File: src/rtl/jtcop_mcu_pkg.sv
// Shared types and register layout for the main-CPU side of the i8751 MCU mailbox.
package jtcop_mcu_pkg;

    typedef enum logic [1:0] {
        ST_IDLE = 2'd0,
        ST_REQ  = 2'd1,
        ST_WAIT = 2'd2
    } state_e;

    // Register offsets within the MCU window (cpu_addr)
    localparam logic REG_DATA = 1'b0;
    localparam logic REG_CTRL = 1'b1;

    // CTRL write fields
    localparam int unsigned CTRL_SEL_LSB = 0;
    localparam int unsigned CTRL_SEL_W   = 3;
    localparam int unsigned CTRL_IRQEN   = 3;
    localparam int unsigned CTRL_CLR     = 4;

    // CTRL read (status) fields
    localparam int unsigned STAT_SEL_LSB = 0;
    localparam int unsigned STAT_IRQEN   = 3;
    localparam int unsigned STAT_BUSY    = 4;
    localparam int unsigned STAT_RSP     = 5;
    localparam int unsigned STAT_TMO     = 6;
    localparam int unsigned STAT_OVR     = 7;

    // Byte-lane merge for 68000 writes; dsn is active-low {UDS, LDS}
    function automatic logic [15:0] merge_bytes(input logic [15:0] old_w,
                                                input logic [15:0] wr_w,
                                                input logic [1:0]  dsn);
        logic [15:0] res;
        res = old_w;
        if (!dsn[1]) res[15:8] = wr_w[15:8];
        if (!dsn[0]) res[7:0]  = wr_w[7:0];
        return res;
    endfunction

endpackage

File: src/rtl/jtcop_mcu_hostif_if.sv
// CPU bus and MCU link signals of the mailbox, grouped for port connection.
interface jtcop_mcu_hostif_if;
    logic        cs;
    logic        cpu_addr;
    logic        cpu_rnw;
    logic [1:0]  cpu_dsn;
    logic [15:0] cpu_dout;
    logic [15:0] cpu_din;
    logic [15:0] mcu_din;
    logic [5:0]  mcu_sel;
    logic [15:0] mcu_dout;
    logic        mcu_wstb;
    logic        nexirq;

    // Mailbox side
    modport slave (
        input  cs, cpu_addr, cpu_rnw, cpu_dsn, cpu_dout, mcu_dout, mcu_wstb,
        output cpu_din, mcu_din, mcu_sel, nexirq
    );

    // Driver side (CPU and MCU models)
    modport master (
        output cs, cpu_addr, cpu_rnw, cpu_dsn, cpu_dout, mcu_dout, mcu_wstb,
        input  cpu_din, mcu_din, mcu_sel, nexirq
    );
endinterface

File: src/rtl/jtcop_mcu_pulse.sv
// Down-counter strobe stretcher: load starts a strobe lasting PULSE clocks.
module jtcop_mcu_pulse #(
    parameter int unsigned PULSE = 16
) (
    input  logic clk,
    input  logic rst,
    input  logic load_i,
    output logic strobe_o,
    output logic done_c
);
    localparam int unsigned CW = (PULSE > 1) ? $clog2(PULSE) : 1;

    logic [CW-1:0] cnt_q, cnt_d;
    logic          busy_q, busy_d;

    // Next count; done_c flags the last strobe cycle
    always_comb begin
        cnt_d  = cnt_q;
        busy_d = busy_q;
        done_c = busy_q && (cnt_q == '0);
        if (load_i) begin
            cnt_d  = CW'(PULSE - 1);
            busy_d = 1'b1;
        end else if (busy_q) begin
            if (cnt_q == '0) busy_d = 1'b0;
            else             cnt_d  = cnt_q - CW'(1);
        end
    end

    // Counter registers
    always_ff @(posedge clk) begin
        if (rst) begin
            cnt_q  <= '0;
            busy_q <= 1'b0;
        end else begin
            cnt_q  <= cnt_d;
            busy_q <= busy_d;
        end
    end

    assign strobe_o = busy_q;

endmodule

File: src/rtl/jtcop_mcu_hostif.sv
// Main-CPU mailbox for the i8751 link: command latch, control register,
// stretched request strobe, reply capture with ready flag, IRQ and timeout.
module jtcop_mcu_hostif
    import jtcop_mcu_pkg::*;
#(
    parameter int unsigned PULSE = 16,
    parameter int unsigned TOW   = 16
) (
    input  logic              clk,
    input  logic              rst,
    jtcop_mcu_hostif_if.slave bus
);
    state_e         state_q, state_d;
    logic           cs_q;
    logic [15:0]    din_q, din_d;
    logic [2:0]     sel_q, sel_d;
    logic           irq_en_q, irq_en_d;
    logic           rsp_q, rsp_d;
    logic           tmo_q, tmo_d;
    logic           ovr_q, ovr_d;
    logic [TOW-1:0] tcnt_q, tcnt_d;
    logic [15:0]    cpu_din_q, cpu_din_d;
    logic           nexirq_q, nexirq_d;

    logic           access_c, data_wr_c, data_rd_c, ctrl_wr_c, ctrl_rd_c;
    logic           pulse_load_c, pulse_done_c, pulse_strobe;
    logic [15:0]    status_c;

    // Request strobe stretcher
    jtcop_mcu_pulse #(.PULSE(PULSE)) u_pulse (
        .clk      (clk),
        .rst      (rst),
        .load_i   (pulse_load_c),
        .strobe_o (pulse_strobe),
        .done_c   (pulse_done_c)
    );

    // Bus access decode: act once on the rising edge of cs
    always_comb begin
        access_c  = bus.cs & ~cs_q;
        data_wr_c = access_c & ~bus.cpu_rnw & (bus.cpu_addr == REG_DATA);
        data_rd_c = access_c &  bus.cpu_rnw & (bus.cpu_addr == REG_DATA);
        ctrl_wr_c = access_c & ~bus.cpu_rnw & (bus.cpu_addr == REG_CTRL) & ~bus.cpu_dsn[0];
        ctrl_rd_c = access_c &  bus.cpu_rnw & (bus.cpu_addr == REG_CTRL);
    end

    // Status word returned on CTRL reads
    always_comb begin
        status_c = '0;
        status_c[STAT_SEL_LSB +: CTRL_SEL_W] = sel_q;
        status_c[STAT_IRQEN] = irq_en_q;
        status_c[STAT_BUSY]  = (state_q != ST_IDLE);
        status_c[STAT_RSP]   = rsp_q;
        status_c[STAT_TMO]   = tmo_q;
        status_c[STAT_OVR]   = ovr_q;
    end

    // Mailbox FSM and register next-state
    always_comb begin
        state_d      = state_q;
        din_d        = din_q;
        sel_d        = sel_q;
        irq_en_d     = irq_en_q;
        rsp_d        = rsp_q;
        tmo_d        = tmo_q;
        ovr_d        = ovr_q;
        tcnt_d       = tcnt_q;
        cpu_din_d    = cpu_din_q;
        pulse_load_c = 1'b0;

        // CTRL write: clear goes first so a timeout in the same cycle still lands
        if (ctrl_wr_c) begin
            sel_d    = bus.cpu_dout[CTRL_SEL_LSB +: CTRL_SEL_W];
            irq_en_d = bus.cpu_dout[CTRL_IRQEN];
            if (bus.cpu_dout[CTRL_CLR]) begin
                ovr_d = 1'b0;
                tmo_d = 1'b0;
            end
        end

        case (state_q)
            ST_IDLE: begin
                if (data_wr_c) begin
                    din_d        = merge_bytes(din_q, bus.cpu_dout, bus.cpu_dsn);
                    tmo_d        = 1'b0;
                    pulse_load_c = 1'b1;
                    state_d      = ST_REQ;
                end
            end
            ST_REQ: begin
                if (data_wr_c) ovr_d = 1'b1;
                if (pulse_done_c) begin
                    tcnt_d  = '0;
                    state_d = ST_WAIT;
                end
            end
            ST_WAIT: begin
                if (data_wr_c) ovr_d = 1'b1;
                if (bus.mcu_wstb) begin
                    state_d = ST_IDLE;
                end else if (tcnt_q == '1) begin
                    tmo_d   = 1'b1;
                    state_d = ST_IDLE;
                end else begin
                    tcnt_d = tcnt_q + TOW'(1);
                end
            end
            default: state_d = ST_IDLE;
        endcase

        // Reply flag: an MCU write beats a simultaneous CPU read
        if (data_rd_c)    rsp_d = 1'b0;
        if (bus.mcu_wstb) rsp_d = 1'b1;

        if (data_rd_c)      cpu_din_d = bus.mcu_dout;
        else if (ctrl_rd_c) cpu_din_d = status_c;

        nexirq_d = ~(irq_en_d & rsp_d);
    end

    // State and register update
    always_ff @(posedge clk) begin
        if (rst) begin
            state_q   <= ST_IDLE;
            cs_q      <= 1'b0;
            din_q     <= '0;
            sel_q     <= '0;
            irq_en_q  <= 1'b0;
            rsp_q     <= 1'b0;
            tmo_q     <= 1'b0;
            ovr_q     <= 1'b0;
            tcnt_q    <= '0;
            cpu_din_q <= '0;
            nexirq_q  <= 1'b1;
        end else begin
            state_q   <= state_d;
            cs_q      <= bus.cs;
            din_q     <= din_d;
            sel_q     <= sel_d;
            irq_en_q  <= irq_en_d;
            rsp_q     <= rsp_d;
            tmo_q     <= tmo_d;
            ovr_q     <= ovr_d;
            tcnt_q    <= tcnt_d;
            cpu_din_q <= cpu_din_d;
            nexirq_q  <= nexirq_d;
        end
    end

    assign bus.mcu_din = din_q;
    assign bus.mcu_sel = {sel_q, 2'b00, pulse_strobe};
    assign bus.cpu_din = cpu_din_q;
    assign bus.nexirq  = nexirq_q;

endmodule

File: src/flat_wrapper.sv
// flat-port wrapper written by rule: the top's interface ports become plain ports
module jtcop_mcu_hostif_flat import jtcop_mcu_pkg::*;
#(
    parameter int unsigned PULSE = 16,
    parameter int unsigned TOW   = 16
)
  (clk, rst, bus_cs, bus_cpu_addr, bus_cpu_rnw, bus_cpu_dsn, bus_cpu_dout, bus_mcu_dout, bus_mcu_wstb, bus_cpu_din, bus_mcu_din, bus_mcu_sel, bus_nexirq);
  jtcop_mcu_hostif_if bus_i ();
  input  logic clk;
  input  logic rst;
  input wire logic [$bits(bus_i.cs)-1:0] bus_cs;
  input wire logic [$bits(bus_i.cpu_addr)-1:0] bus_cpu_addr;
  input wire logic [$bits(bus_i.cpu_rnw)-1:0] bus_cpu_rnw;
  input wire logic [$bits(bus_i.cpu_dsn)-1:0] bus_cpu_dsn;
  input wire logic [$bits(bus_i.cpu_dout)-1:0] bus_cpu_dout;
  input wire logic [$bits(bus_i.mcu_dout)-1:0] bus_mcu_dout;
  input wire logic [$bits(bus_i.mcu_wstb)-1:0] bus_mcu_wstb;
  output wire logic [$bits(bus_i.cpu_din)-1:0] bus_cpu_din;
  output wire logic [$bits(bus_i.mcu_din)-1:0] bus_mcu_din;
  output wire logic [$bits(bus_i.mcu_sel)-1:0] bus_mcu_sel;
  output wire logic [$bits(bus_i.nexirq)-1:0] bus_nexirq;
  assign bus_i.cs = bus_cs;
  assign bus_i.cpu_addr = bus_cpu_addr;
  assign bus_i.cpu_rnw = bus_cpu_rnw;
  assign bus_i.cpu_dsn = bus_cpu_dsn;
  assign bus_i.cpu_dout = bus_cpu_dout;
  assign bus_i.mcu_dout = bus_mcu_dout;
  assign bus_i.mcu_wstb = bus_mcu_wstb;
  assign bus_cpu_din = bus_i.cpu_din;
  assign bus_mcu_din = bus_i.mcu_din;
  assign bus_mcu_sel = bus_i.mcu_sel;
  assign bus_nexirq = bus_i.nexirq;
  jtcop_mcu_hostif #(.PULSE(PULSE), .TOW(TOW)) u_core (.clk(clk), .rst(rst), .bus(bus_i));
endmodule
File: config.mk
export PLATFORM = sky130hd
export DESIGN_NAME = jtcop_mcu_hostif_flat
export DESIGN_NICKNAME = d
export VERILOG_FILES = /design/src/rtl/jtcop_mcu_pkg.sv /design/src/rtl/jtcop_mcu_hostif_if.sv /design/src/rtl/jtcop_mcu_pulse.sv /design/src/rtl/jtcop_mcu_hostif.sv /design/src/flat_wrapper.sv
export SDC_FILE = /design/constraint.sdc
export NUM_CORES = 1
export LEC_CHECK = 0
export CAP_MARGIN = 20
export CORE_AREA = 2 2 112 71
export DETAILED_ROUTE_END_ITERATION = 10
export DIE_AREA = 0 0 114 73
export PLACE_DENSITY = 0.76
export SLEW_MARGIN = 0
export SYNTH_ARGS = -nofsm -noshare
export SYNTH_HDL_FRONTEND = slang
export SYNTH_SLANG_ARGS = --single-unit
File: constraint.sdc
create_clock -name clk -period 1.8 [get_ports clk]
set_input_delay 0.27 -clock clk [delete_from_list [all_inputs] [get_ports clk]]
set_output_delay 0.27 -clock clk [all_outputs]
set_load 0.05 [all_outputs]
# --- Yosys cells after proc, flatten, opt, wreduce, memory -nomap -nowiden ---
# Index checks and enable logic that the tools add are counted.
totals:
  in_bits: 40
  output_inout_bits: 39
  word_cells: 85
  register_bits: 64
classes:
  n_addsub: 2
  n_mux: 32
  bitwise: 15
  reduce_logical: 13
  eq_ne: 9
ops:
  columns: ["op", "count"]
  rows:
  - ["$mux W16", 5]
  - ["$pmux W16 S2", 1]
  - ["$mux W1", 17]
  - ["$add A16 B1 Y16 const B", 1]
  - ["$eq A16 B16 Y1 const B", 1]
  - ["$mux W4", 3]
  - ["$and A1 B1 Y1", 9]
  - ["$reduce_and A3 Y1", 3]
  - ["$mux W2", 4]
  - ["$reduce_bool A2 Y1", 4]
  - ["$ne A2 B1 Y1 const B", 3]
  - ["$not A1 Y1", 6]
  - ["$pmux W2 S3", 1]
  - ["$logic_not A4 Y1", 1]
  - ["$ne A2 B2 Y1 const B", 2]
  - ["$reduce_and A4 Y1", 1]
  - ["$sub A4 B1 Y4 const B", 1]
  - ["$ne A3 B2 Y1 const B", 1]
  - ["$eq A2 B1 Y1 const B", 1]
  - ["$eq A2 B2 Y1 const B", 1]
  - ["$logic_not A2 Y1", 1]
  - ["$pmux W1 S2", 1]
  - ["$reduce_and A2 Y1", 1]
  - ["$reduce_or A2 Y1", 1]
  - ["$logic_and A1 B1 Y1", 1]

# --- Logic depth before layout (Yosys ltp) ---
# Gate-level depths: netlist of the first run.
depth:
  word_depth: 9
  depth_mapped: 7
  mapped_depth_nobuf: 7

# --- Modules after synthesis ---
# Synthesis of the first run repeated with hierarchy kept, for this count alone.
unflattened:
  cells_unflattened: 327
  hier_area_um2: 2820.2
modules_own_cells:
  columns: ["mod", "n_inst", "seq_area_each_um2", "area_each_um2", "cells_per_inst"]
  rows:
  - ["jtcop_mcu_hostif", 1, 1181.1, 2577.5, 299]
  - ["jtcop_mcu_pulse", 1, 100.1, 242.7, 28]

# --- Least setup slack after synthesis of the first run ---
# OpenSTA, ideal clock, no wires.
synth_timing:
  path_kind: "register to register"
  startpoint: "reg u_core.state_q[0]"
  endpoint: "reg u_core.tcnt_q[12]"
  t_arrival_ns: 1.769
  stages_incl_launch_ff: 8
  t_required_ns: 1.685
  n_path_buf: 0
  setup_time_ns: 0.115
  setup_slack_ns: -0.084
  period_less_slack_ns: 1.884
  cell_sequence: "dfxtp_1 -> inv_1 -> ha_1 -> nand2b_1 -> a221oi_2 -> o21ai_2 -> o31a_1 -> o21a_1"
synth_between:
  elab_chain_cells: 3
synth_lines:
  columns: ["item", "line", "text"]
  rows:
  - ["start, declared", "jtcop_mcu_hostif.sv:13", "state_e state_q, state_d;"]
  - ["start signal, assigned", "jtcop_mcu_hostif.sv:136", "state_q <= state_d;"]
  - ["$eq A2 B2 Y1 / $eq A2 B1 Y1 (equally long branches)", "jtcop_mcu_hostif.sv:81", "case (state_q)"]
  - ["$ne A2 B2 Y1 (no line), or another cell as far along", null, null]
  - ["$reduce_and A4 Y1 (no line)", null, null]
  - ["end signal, assigned", "jtcop_mcu_hostif.sv:144", "tcnt_q <= tcnt_d;"]
  - ["end, declared", "jtcop_mcu_hostif.sv:21", "logic [TOW-1:0] tcnt_q, tcnt_d;"]
# Several ways; a longest one is shown, not always the timed one.
# A chain may end at the register's enable or synchronous reset.

# --- Worst setup path after layout of the first run ---
layout_timing:
  startpoint: "reg u_core.u_pulse.cnt_q[1]"
  endpoint: "reg u_core.tcnt_q[15]"
layout_between:
  elab_chain_cells: 4
layout_lines:
  columns: ["item", "line", "text"]
  rows:
  - ["start, declared", "jtcop_mcu_pulse.sv:13", "logic [CW-1:0] cnt_q, cnt_d;"]
  - ["start signal, assigned", "jtcop_mcu_pulse.sv:36", "cnt_q <= cnt_d;"]
  - ["$logic_not A4 Y1", "jtcop_mcu_pulse.sv:20", "done_c = busy_q && (cnt_q == '0);"]
  - ["$logic_and A1 B1 Y1", "jtcop_mcu_pulse.sv:20", null]
  - ["$ne A2 B1 Y1 (no line)", null, null]
  - ["$reduce_and A4 Y1 (no line)", null, null]
# No other way between the ends.

==> results of run 1 <==
[what timing repair did]
item | in CTS | in global routing
gates resized for setup | 14 | 19
endpoints found under the setup margin | 12 | 34
pin swaps | 5 | 11
setup buffers | 3 | 3
[worst min-delay path by stage]
stage | from | endpoint | slack (ns) | cells past startpoint
detailed placement | u_core.bus.cpu_din[15] | u_core.bus.cpu_din[15] | 0.45 | 2
floorplan | bus_mcu_wstb | u_core.rsp_q | 0.40 | 2
global placement | u_core.bus.mcu_din[15] | u_core.bus.mcu_din[15] | 0.44 | 2
finish | rst | u_core.u_pulse.cnt_q[1] | 0.42 | 3
CTS | rst | u_core.tcnt_q[6] | 0.41 | 4
global route | rst | u_core.u_pulse.cnt_q[1] | 0.44 | 3
[flip-flops by register name (all words and copies together), names as in the netlist]
register,count
u_core.bus.cpu_din,16
u_core.bus.mcu_din,16
u_core.tcnt_q,16
u_core.u_pulse.cnt_q,4
u_core.sel_q,3
u_core.state_q,2
u_core.bus.nexirq,1
u_core.cs_q,1
u_core.irq_en_q,1
u_core.ovr_q,1
u_core.rsp_q,1
u_core.tmo_q,1
u_core.u_pulse.strobe_o,1
[final cells by class]
class | instances | area share, %
Clock buffer | 11 | 5.39
Clock inverter | 5 | 1.78
Inverter | 7 | 0.583
Multi-Input combinational cell | 234 | 35.6
Sequential cell | 64 | 28.6
Tap cell | 94 | 2.61
Timing Repair Buffer | 127 | 25.5
[report_power, final]
| part | total [W] | switching [W] | internal (W) |
|---|---|---|---|
| Sequential | 0.00148 | 0.0000242 | 0.00145 |
| Clock | 0.00185 | 0.000606 | 0.00125 |
| Combinational | 0.000481 | 0.000251 | 0.000230 |
[routing by layer]
layer,GRT usage [%],share of wire (%),wire length [microns]
met1,23.7,46,3590
met2,29.4,46,3640
met3,6.64,7.1,560
met4,5.56,1.1,87
met5,0,0,0
[synth_stat cells (2+ instances only)]
| cell type | count |
|---|---|
| a211oi_1 | 8 |
| a21oi_1 | 40 |
| a22oi_1 | 2 |
| and2_1 | 2 |
| and3_1 | 3 |
| and4_1 | 2 |
| buf_2 | 2 |
| buf_4 | 3 |
| clkbuf_1 | 12 |
| dfxtp_1 | 64 |
| ha_1 | 6 |
| inv_1 | 7 |
| mux2i_1 | 13 |
| nand2_1 | 49 |
| nand2b_1 | 2 |
| nand3_1 | 8 |
| nand3b_1 | 10 |
| nand4_1 | 5 |
| nand4b_1 | 2 |
| nor2_1 | 25 |
| nor4_1 | 3 |
| o211ai_1 | 3 |
| o21a_1 | 2 |
| o21ai_0 | 6 |
| o21ai_2 | 2 |
| o21bai_1 | 2 |
| o31ai_1 | 2 |
| or2_2 | 3 |
| or3_1 | 8 |
| xnor2_1 | 5 |
| xor2_1 | 3 |
[cells by family after synthesis]
logic type	Yosys count
muxes	13
xor gates and xnor gates	8
and+or+nand+nor	131
buffers and inverters	25
other	1
adders and majority gates	6
AOI/OAI and AO/OA	74
DFF	64
[stage by stage]
stage / util [%] / cell area, sq um
finish: 60.5 / 4500
global route: 60.5 / 4500
CTS: 59.1 / 4400
detailed placement: 53.5 / 3990
global placement: 53.5 / 3990
floorplan: - / 2860
[critical path, delay by kind of cell, from the launching register on]
| kind | cells | cell delay (ns) |
|---|---|---|
| compound gates | 3 | 0.63 |
| fa+ha+maj | 1 | 0.15 |
| buf+inv | 1 | 0.08 |
| flops | 1 | 0.34 |
| simple gates | 2 | 0.59 |
==> impl_metrics.json, run 1 <==
{
  "min_path_type": "in -> reg",
  "synthSimpleGateAreaFrac_pct": 24.7,
  "cts_tree": "built",
  "outcome": "complete, but fails checks",
  "finalNetCount": 489,
  "layout_worst_path_cycle_share_pct": 102,
  "non_filler_instance_count_after_layout": 542,
  "worst_setup_hold_path_clk_slew_ns": 0.05,
  "synth_seq_area_share_pct": 45.1,
  "fin_skew_ns": 0.00535,
  "fillers": 598,
  "maxSlewHeadroom_pct": 64.2,
  "max_stage_delay_ns": 0.43,
  "vias": 2768,
  "totalWireLength_microns": 7890,
  "root_buffer": "clkbuf_16",
  "worst-r2r-cell-count": 7,
  "globalRoute.totalOverflow": 0,
  "max-cap-violations": 0,
  "synth_adder_area_share_pct": 2.64,
  "cts_num_sinks": 64,
  "area_growth_syn_to_layout_pct": 58.7,
  "routed_via_density": 5.11,
  "synth.distinct_cells": 49,
  "fin_total_pwr_w": 0.00381,
  "cts_buffer_depth": 2,
  "minimum_setup_slack_among_reg_to_reg_paths_ns": -0.04,
  "globalRouteTotalUtil_pct": 18.5,
  "synth.top_cell.area_share_pct": 45.1,
  "io_pins": 79,
  "worst_setup_path_startpoint": "u_core.u_pulse.cnt_q[1]",
  "h-tree-depth": 3,
  "place_ws_ns": -0.245,
  "die_w_microns": 114,
  "antenna_cells_inserted": 0,
  "worst_skew_pair.late_latency_ns": 0.33,
  "final_cell_mix": "68 x clkdlybuf4s50_1, 60 x dfxtp_1, 54 x buf_4",
  "min_period_ns": 1.84,
  "initial_cell_density_of_the_core_pct": 38.1,
  "maxClockFrequency_mhz": 543,
  "drtAntennaViolNets": 0,
  "holdWs_ns": 0.424,
  "drcViolationCount": 0,
  "totalNegativeSetupSlack_ns": -0.0415,
  "critPathCapture": "u_core.tcnt_q[15]",
  "fp.coreArea_sq_um": 7440,
  "grt_setup_unrepaired": "yes",
  "peakVddDrop_uv": 454,
  "row_count": 25,
  "floorplan.die_area_sq_um": 8320,
  "syn-cell-area_sq_um": 2840,
  "syn_avg_cell_area_sq_um": 8.82,
  "hold_buffers_post_cts": 0,
  "dr.first_iter.drc_count": 158,
  "timing.final.setup_violations": 1,
  "reg2reg_to": "u_core.tcnt_q[15]",
  "synth_top_flop_cell": "dfxtp_1",
  "ys_async_sr_fraction_pct": 0,
  "synth_enable_flop_cells": 0,
  "area_occupied_by_multi_input_gates_sq_um": 1600,
  "synthesis.yosys.warnings": 0,
  "cp_cell_sequence": "inv_2, ha_4, nand4bb_4, a221oi_4, o21ai_4, or4_1, a21oi_2",
  "antenna_found_initial": 0,
  "worst_pin_slew_ns": 0.535,
  "synth_top_family_by_area": "simple AND/OR/NAND/NOR gates",
  "dpl.cell_count": 520,
  "synth-xor-area-share_pct": 2.47,
  "reg2reg_start": "u_core.u_pulse.cnt_q[1]",
  "detailedPlacementHpwl_microns": 5450,
  "synth.mux.area_fraction_pct": 4.58,
  "drtPass1Iterations": 5,
  "globalplace.congestion": 0.736,
  "cts_inserted_buffers": 9,
  "buffer_ports.inserted": 76,
  "critical-path-slowest-cell": "or4_1",
  "die_h_microns": 73,
  "drive_gt1_share_pct": 23.7,
  "layout.cells.most_common": "clkdlybuf4s50_1",
  "grt_first_pass_wirelength_microns": 12200,
  "failed_checks": "negative setup slack",
  "crit_type": "reg -> reg",
  "final-seq-area_sq_um": 1290,
  "worst_ep_required_time_ns": 2.06,
  "ys_ff_latch": 64,
  "yosys.area.top_type": "dfxtp_1",
  "cp_data_arrival_time_ns": 2.10,
  "slew_viol_final": 0,
  "routed_wire_length_per_instance_microns": 14.5,
  "startpoint_type": "flip-flop",
  "synth_compound_gate_area_share_pct": 16.6,
  "cellLeakagePower_nw": 1.72,
  "critPathCaptureType": "flip-flop",
  "syn_inst": 322,
  "crit_path_max_fanout": 7,
  "power-per-cell-area_nw_per_um2": 846,
  "maximum_number_of_pins_on_one_net_before_global_route_repair": 30,
  "netlist_top_cells_area": "dfxtp_1 45%, a21oi_1 7.1%, nand2_1 6.5%, mux2i_1 4.6%, nor2_1 3.3%",
  "finalWorstSetupSlack_ns": -0.0415,
  "grt_pass1_vias": 2581,
  "number_of_failing_hold_endpoints_at_the_final_stage": 0
}
No activity file was read; power rests on OpenSTA's default activity.
==> inputs of run 2 (changes only) <==
--- a/config.mk
+++ b/config.mk
@@ -14,3 +14,4 @@
 export SYNTH_ARGS = -nofsm -noshare
 export SYNTH_HDL_FRONTEND = slang
 export SYNTH_SLANG_ARGS = --single-unit
+export TNS_END_PERCENT = 100
==> results of run 2 <==
Same layout as run 1: the final DEF is identical, and so are final timing and power.
==> inputs of run 3 (changes only) <==
--- a/config.mk
+++ b/config.mk
@@ -9,7 +9,9 @@
 export CORE_AREA = 2 2 112 71
 export DETAILED_ROUTE_END_ITERATION = 10
 export DIE_AREA = 0 0 114 73
+export GPL_TIMING_DRIVEN = 0
 export PLACE_DENSITY = 0.76
+export SKIP_CTS_REPAIR_TIMING = 1
 export SLEW_MARGIN = 0
 export SYNTH_ARGS = -nofsm -noshare
 export SYNTH_HDL_FRONTEND = slang
==> run 3 against run 2 <==
Net effect:
- the run still ends with negative setup slack left
- hold slack worse by 0.070 ns
- sequential share of layout area increased by 1.7 points
- power shrank 3.5%
- critical path depth unchanged
- largest cell class unchanged
==> impl_metrics.json, run 3 (synthesized netlist as in run 1, its figures left out) <==
{
  "min_path_type": "in -> reg",
  "grt_pass1_vias": 2348,
  "drtPass1Iterations": 4,
  "grt_setup_unrepaired": "yes",
  "vias": 2633,
  "h-tree-depth": 3,
  "floorplan.die_area_sq_um": 8320,
  "antenna_found_initial": 0,
  "finalNetCount": 460,
  "die_h_microns": 73,
  "critPathCaptureType": "flip-flop",
  "critical_path.top_delay_family": "compound AO/OA/AOI/OAI gates",
  "power.switching_fraction_pct": 24.2,
  "worst_setup_path_startpoint": "u_core.state_q[0]",
  "maxClockFrequency_mhz": 529,
  "startpoint_type": "flip-flop",
  "drive_gt1_share_pct": 15.8,
  "power.net_switching_w": 0.000889,
  "row_count": 25,
  "globalplace.congestion": 0.777,
  "worstHoldEndpoint": "u_core.bus.nexirq",
  "postLayoutCellArea_sq_um": 4250,
  "critical-path-slowest-cell": "or4_4",
  "grt_first_pass_wirelength_microns": 11200,
  "timing.final.setup_violations": 4,
  "place_ws_ns": -0.655,
  "min_period_ns": 1.89,
  "drtAntennaViolNets": 0,
  "cts_inserted_buffers": 9,
  "max-cap-violations": 0,
  "cts_buffer_depth": 2,
  "io_pins": 79,
  "area_growth_syn_to_layout_pct": 49.7,
  "worst-r2r-cell-count": 7,
  "wl_met3_microns": 536,
  "die_w_microns": 114,
  "buffer_ports.inserted": 75,
  "routed_via_density": 5.13,
  "minimum_setup_slack_among_reg_to_reg_paths_ns": -0.09,
  "met2_wirelength_microns": 3260,
  "power-per-cell-area_nw_per_um2": 865,
  "cp_data_arrival_time_ns": 2.15,
  "worst_pin_slew_ns": 0.582,
  "failed_checks": "negative setup slack",
  "worst-path-buf-inv": 1,
  "initial_cell_density_of_the_core_pct": 38.1,
  "peakVddDrop_uv": 400,
  "worst_setup_hold_path_clk_slew_ns": 0.05,
  "finalWorstSetupSlack_ns": -0.0888,
  "detailedPlacementHpwl_microns": 5350,
  "outcome": "complete, but fails checks",
  "crit_path_max_fanout": 8,
  "globalRouteTotalUtil_pct": 17.6,
  "fillers": 661,
  "drcViolationCount": 0,
  "antenna_cells_inserted": 0,
  "wl_met1_microns": 3600,
  "number_of_failing_hold_endpoints_at_the_final_stage": 0,
  "totalWireLength_microns": 7470,
  "cts_tree": "built",
  "worst_ep_required_time_ns": 2.07,
  "fp.coreArea_sq_um": 7440,
  "cp_cell_sequence": "inv_2, ha_4, nand2b_2, a221oi_4, o21ai_4, or4_4, a21oi_2",
  "routed_wire_length_per_instance_microns": 14.6,
  "internal_power_w": 0.00279,
  "top_layer_used": "met4",
  "crit_type": "reg -> reg",
  "globalRoute.totalOverflow": 0,
  "dpl-instance-area_sq_um": 3720,
  "slew_viol_final": 0,
  "hold-path-cell-count": 2,
  "cellLeakagePower_nw": 1.64,
  "max_stage_delay_ns": 0.43,
  "fin_skew_ns": 0.00476,
  "final_cell_mix": "67 x clkdlybuf4s50_1, 61 x dfxtp_1, 48 x nand2_1",
  "seq_power_share_pct": 40.3,
  "reg2reg_to": "u_core.tcnt_q[15]",
  "layout_worst_path_cycle_share_pct": 105,
  "worst_skew_pair.late_latency_ns": 0.33,
  "maxSlewHeadroom_pct": 61.2,
  "cts_num_sinks": 64,
  "worst-path-stages": 7,
  "totalNegativeSetupSlack_ns": -0.107,
  "fin_total_pwr_w": 0.00368,
  "power.clock.fraction_pct": 47.9,
  "layout.cells.most_common": "clkdlybuf4s50_1",
  "combinationalPowerShare_pct": 11.9,
  "dr.first_iter.drc_count": 121,
  "root_buffer": "clkbuf_16",
  "final_util_pct": 57.1,
  "hold_start": "rst",
  "reg2reg_start": "u_core.state_q[0]",
  "maximum_number_of_pins_on_one_net_before_global_route_repair": 12
}
-- run 3: changes by cell type in the layout (fill, tap and decap cells not counted), sizes merged --
cell and delta:
bufinv -1, clkinv +1, clkdlybuf4s50 -1, buf -45, clkbuf +10, dlymetal6s2s +6
o21ai +1
-- run 3: through the flow --
step	hold slack, ns	std cells
6_report	0.354	513
2_1_floorplan	0.396	323
4_1_cts	0.362	508
3_3_place_gp	0.438	492
5_1_grt	0.379	513
3_5_place_dp	0.446	492
-- run 3: how the worst max path moves through the flow --
stage                                   to  slack, ns
floorplan                u_core.tcnt_q[12]     0.0005
global placement     u_core.bus.mcu_din[9]      -0.62
detailed placement  u_core.bus.mcu_din[12]      -0.66
CTS                 u_core.bus.mcu_din[12]      -0.31
global route             u_core.tcnt_q[15]      -0.19
finish                   u_core.tcnt_q[15]      -0.09
-- run 3: worst register-to-register path, cell delays in order (launching register included) --
cell and delay, ns:
dfxtp_4 0.36, inv_2 0.08, ha_4 0.19, nand2b_2 0.14, a221oi_4 0.37, o21ai_4 0.15
or4_4 0.43, a21oi_2 0.11
-- run 3: final cells by class --
cell class / count / area, sq um / area share, %
plain buffers: 16 / 77.6 / 1.83
well taps: 94 / 118 / 2.77
flip-flops and latches: 64 / 1290 / 30.3
clock buffers: 11 / 253 / 5.95
multi-input cells: 235 / 1620 / 38.0
repair buffers: 81 / 816 / 19.2
clock inverters: 5 / 55.1 / 1.30
inverters: 7 / 28.8 / 0.677
-- run 3: layer usage --
| metal | global-route usage (%) | vias to the layer above |
|---|---|---|
| li1 | - | 1324 |
| met1 | 23.1 | 1232 |
| met2 | 26.1 | 68 |
| met3 | 7.97 | 9 |
| met4 | 4.88 | 0 |
| met5 | 0 | - |
-- run 3: power groups by stage --
stage               sequential (W)  combinational, W  clock, W
floorplan                  0.00159          0.000156         0
global placement           0.00151          0.000408         0
detailed placement         0.00151          0.000414         0
CTS                        0.00148          0.000415   0.00179
global route               0.00148          0.000465   0.00188
finish                     0.00148          0.000436   0.00176
==> RTL change, RTL diff (flow settings as in run 3) <==
`TOW` is set to 16 in 2 places; all go to 32.
--- a/src/rtl/jtcop_mcu_hostif.sv
+++ b/src/rtl/jtcop_mcu_hostif.sv
@@ -4,7 +4,7 @@
     import jtcop_mcu_pkg::*;
 #(
     parameter int unsigned PULSE = 16,
-    parameter int unsigned TOW   = 16
+    parameter int unsigned TOW   = 32
 ) (
     input  logic              clk,
     input  logic              rst,
--- a/src/flat_wrapper.sv
+++ b/src/flat_wrapper.sv
@@ -2,7 +2,7 @@
 module jtcop_mcu_hostif_flat import jtcop_mcu_pkg::*;
 #(
     parameter int unsigned PULSE = 16,
-    parameter int unsigned TOW   = 16
+    parameter int unsigned TOW   = 32
 )
   (clk, rst, bus_cs, bus_cpu_addr, bus_cpu_rnw, bus_cpu_dsn, bus_cpu_dout, bus_mcu_dout, bus_mcu_wstb, bus_cpu_din, bus_mcu_din, bus_mcu_sel, bus_nexirq);
   jtcop_mcu_hostif_if bus_i ();
Formal check against the unedited RTL: same outputs for any inputs over 10 cycles, from zero or initial values and one cycle with rst high; that may be too few to reach the edited logic, so the function may still have changed.
==> RTL change against run 3 <==
Critical path depth increased by 4. Worst setup slack got worse by 0.27 ns. Wire length increased by 60%. Clock skew increased by 0.0071 ns. The run still ends with setup timing left. Power increased by 12%. Cell area increased by 31%. Area after synthesis increased by 34%. Largest power group is now registers. Sequential share of layout area decreased by 1.2 points. Sequential cell count increased by 16. Worst hold slack improved by 0.10 ns.
==> RTL change: results (changes against run 3) <==
Logic synthesis
  – Post-Syn Area: 0.00379 mm^2 (was 0.00284 mm^2)
  – Leading cell types by count after synthesis: dfxtp_1, nand2_1, a21oi_1 (unchanged)
  – Post-Synth Adder-Cell Area: 1.98% (was 2.64%)
  – Sequential fraction of the synthesis area: 42.2% (was 45.1%)

Layout
  – Share of post-route cells with drive strength above 1: 20.5% (was 15.8%)
  – Plain + repair buffers: 128 (was 97)
  – # clk buffers: 12 (was 11)
  – Final net count: 609 (was 460)
  – Multi-input gate area: 0.00231 mm^2 (was 0.00162 mm^2)
  – Final Cell Area: 0.00557 mm^2 (was 0.00425 mm^2)
  – Register area: 0.00162 mm^2 (was 0.00129 mm^2)
  – ClkCell Share: 4.96% (was 7.24%)
  – Non-clk buf share: 21.7% (was 21.0%)
  – #MultiIn Comb: 333 (was 235)

Worst setup path
  – Critical Path Fanout Max: 7 (was 8)
  – Worst path slowest cell: dfxtp_4 (was or4_4)
  – Worst R2R End: u_core.tcnt_q[13] (was u_core.tcnt_q[15])

STA
  – Max Clock Skew: 0.0118 ns (was 0.00476 ns)
  – Slew headroom: 58.8% (was 61.2%)
  – Final setup fails: 35 (was 4)
  – Worst setup slack after layout: -0.360 ns (was -0.0888 ns)

Hold path
  – Endpoint, Worst Hold: u_core.bus.mcu_din[9] (was u_core.bus.nexirq)

Placement
  – Gpl congestion: 0.949 (was 0.777)

Global route
  – GRT Total Usage: 25.7% (was 17.6%)

Route
  – WL final: 11900 um (was 7470 um)
  – First-pass iteration count of the detailed router: 5 (was 4)
  – Via count: 4000 (was 2633)

Status
  – Result of the run: finished, violations left (unchanged)
  – Failing checks: setup timing (unchanged)

Power and ir drop
  – P_leak: 2.11 nW (was 1.64 nW)
-- RTL change: changes by cell type after synthesis, sizes merged, moves of 4 or more --
cell          run 3  this run
nor3              0         5
nand4             6        16
or4               1        18
inv               7        11
a21oi            40        56
o31ai             2        16
nand3             8        14
buf               6        11
dfxtp            64        80
nand2            49        58
-- RTL change: routing by layer --
layer,part of all wire (%),wire length (um),GRT usage [%]
met1,46,5480,39.1
met2,44,5310,35.4
met3,7.9,949,6.40
met4,1.7,202,8.13
met5,0,0,0
-- RTL change: worst min-delay path, stage by stage (launching register included) --
cell	delay (ns)
dfxtp_1	0.30
nand2_1	0.05
a21oi_1	0.05
-- RTL change: report_power, final --
part	internal [mW]	switching, mW	total [mW]
sequential	1.80	0.0272	1.83
combinational	0.218	0.280	0.497
clock	1.09	0.688	1.78
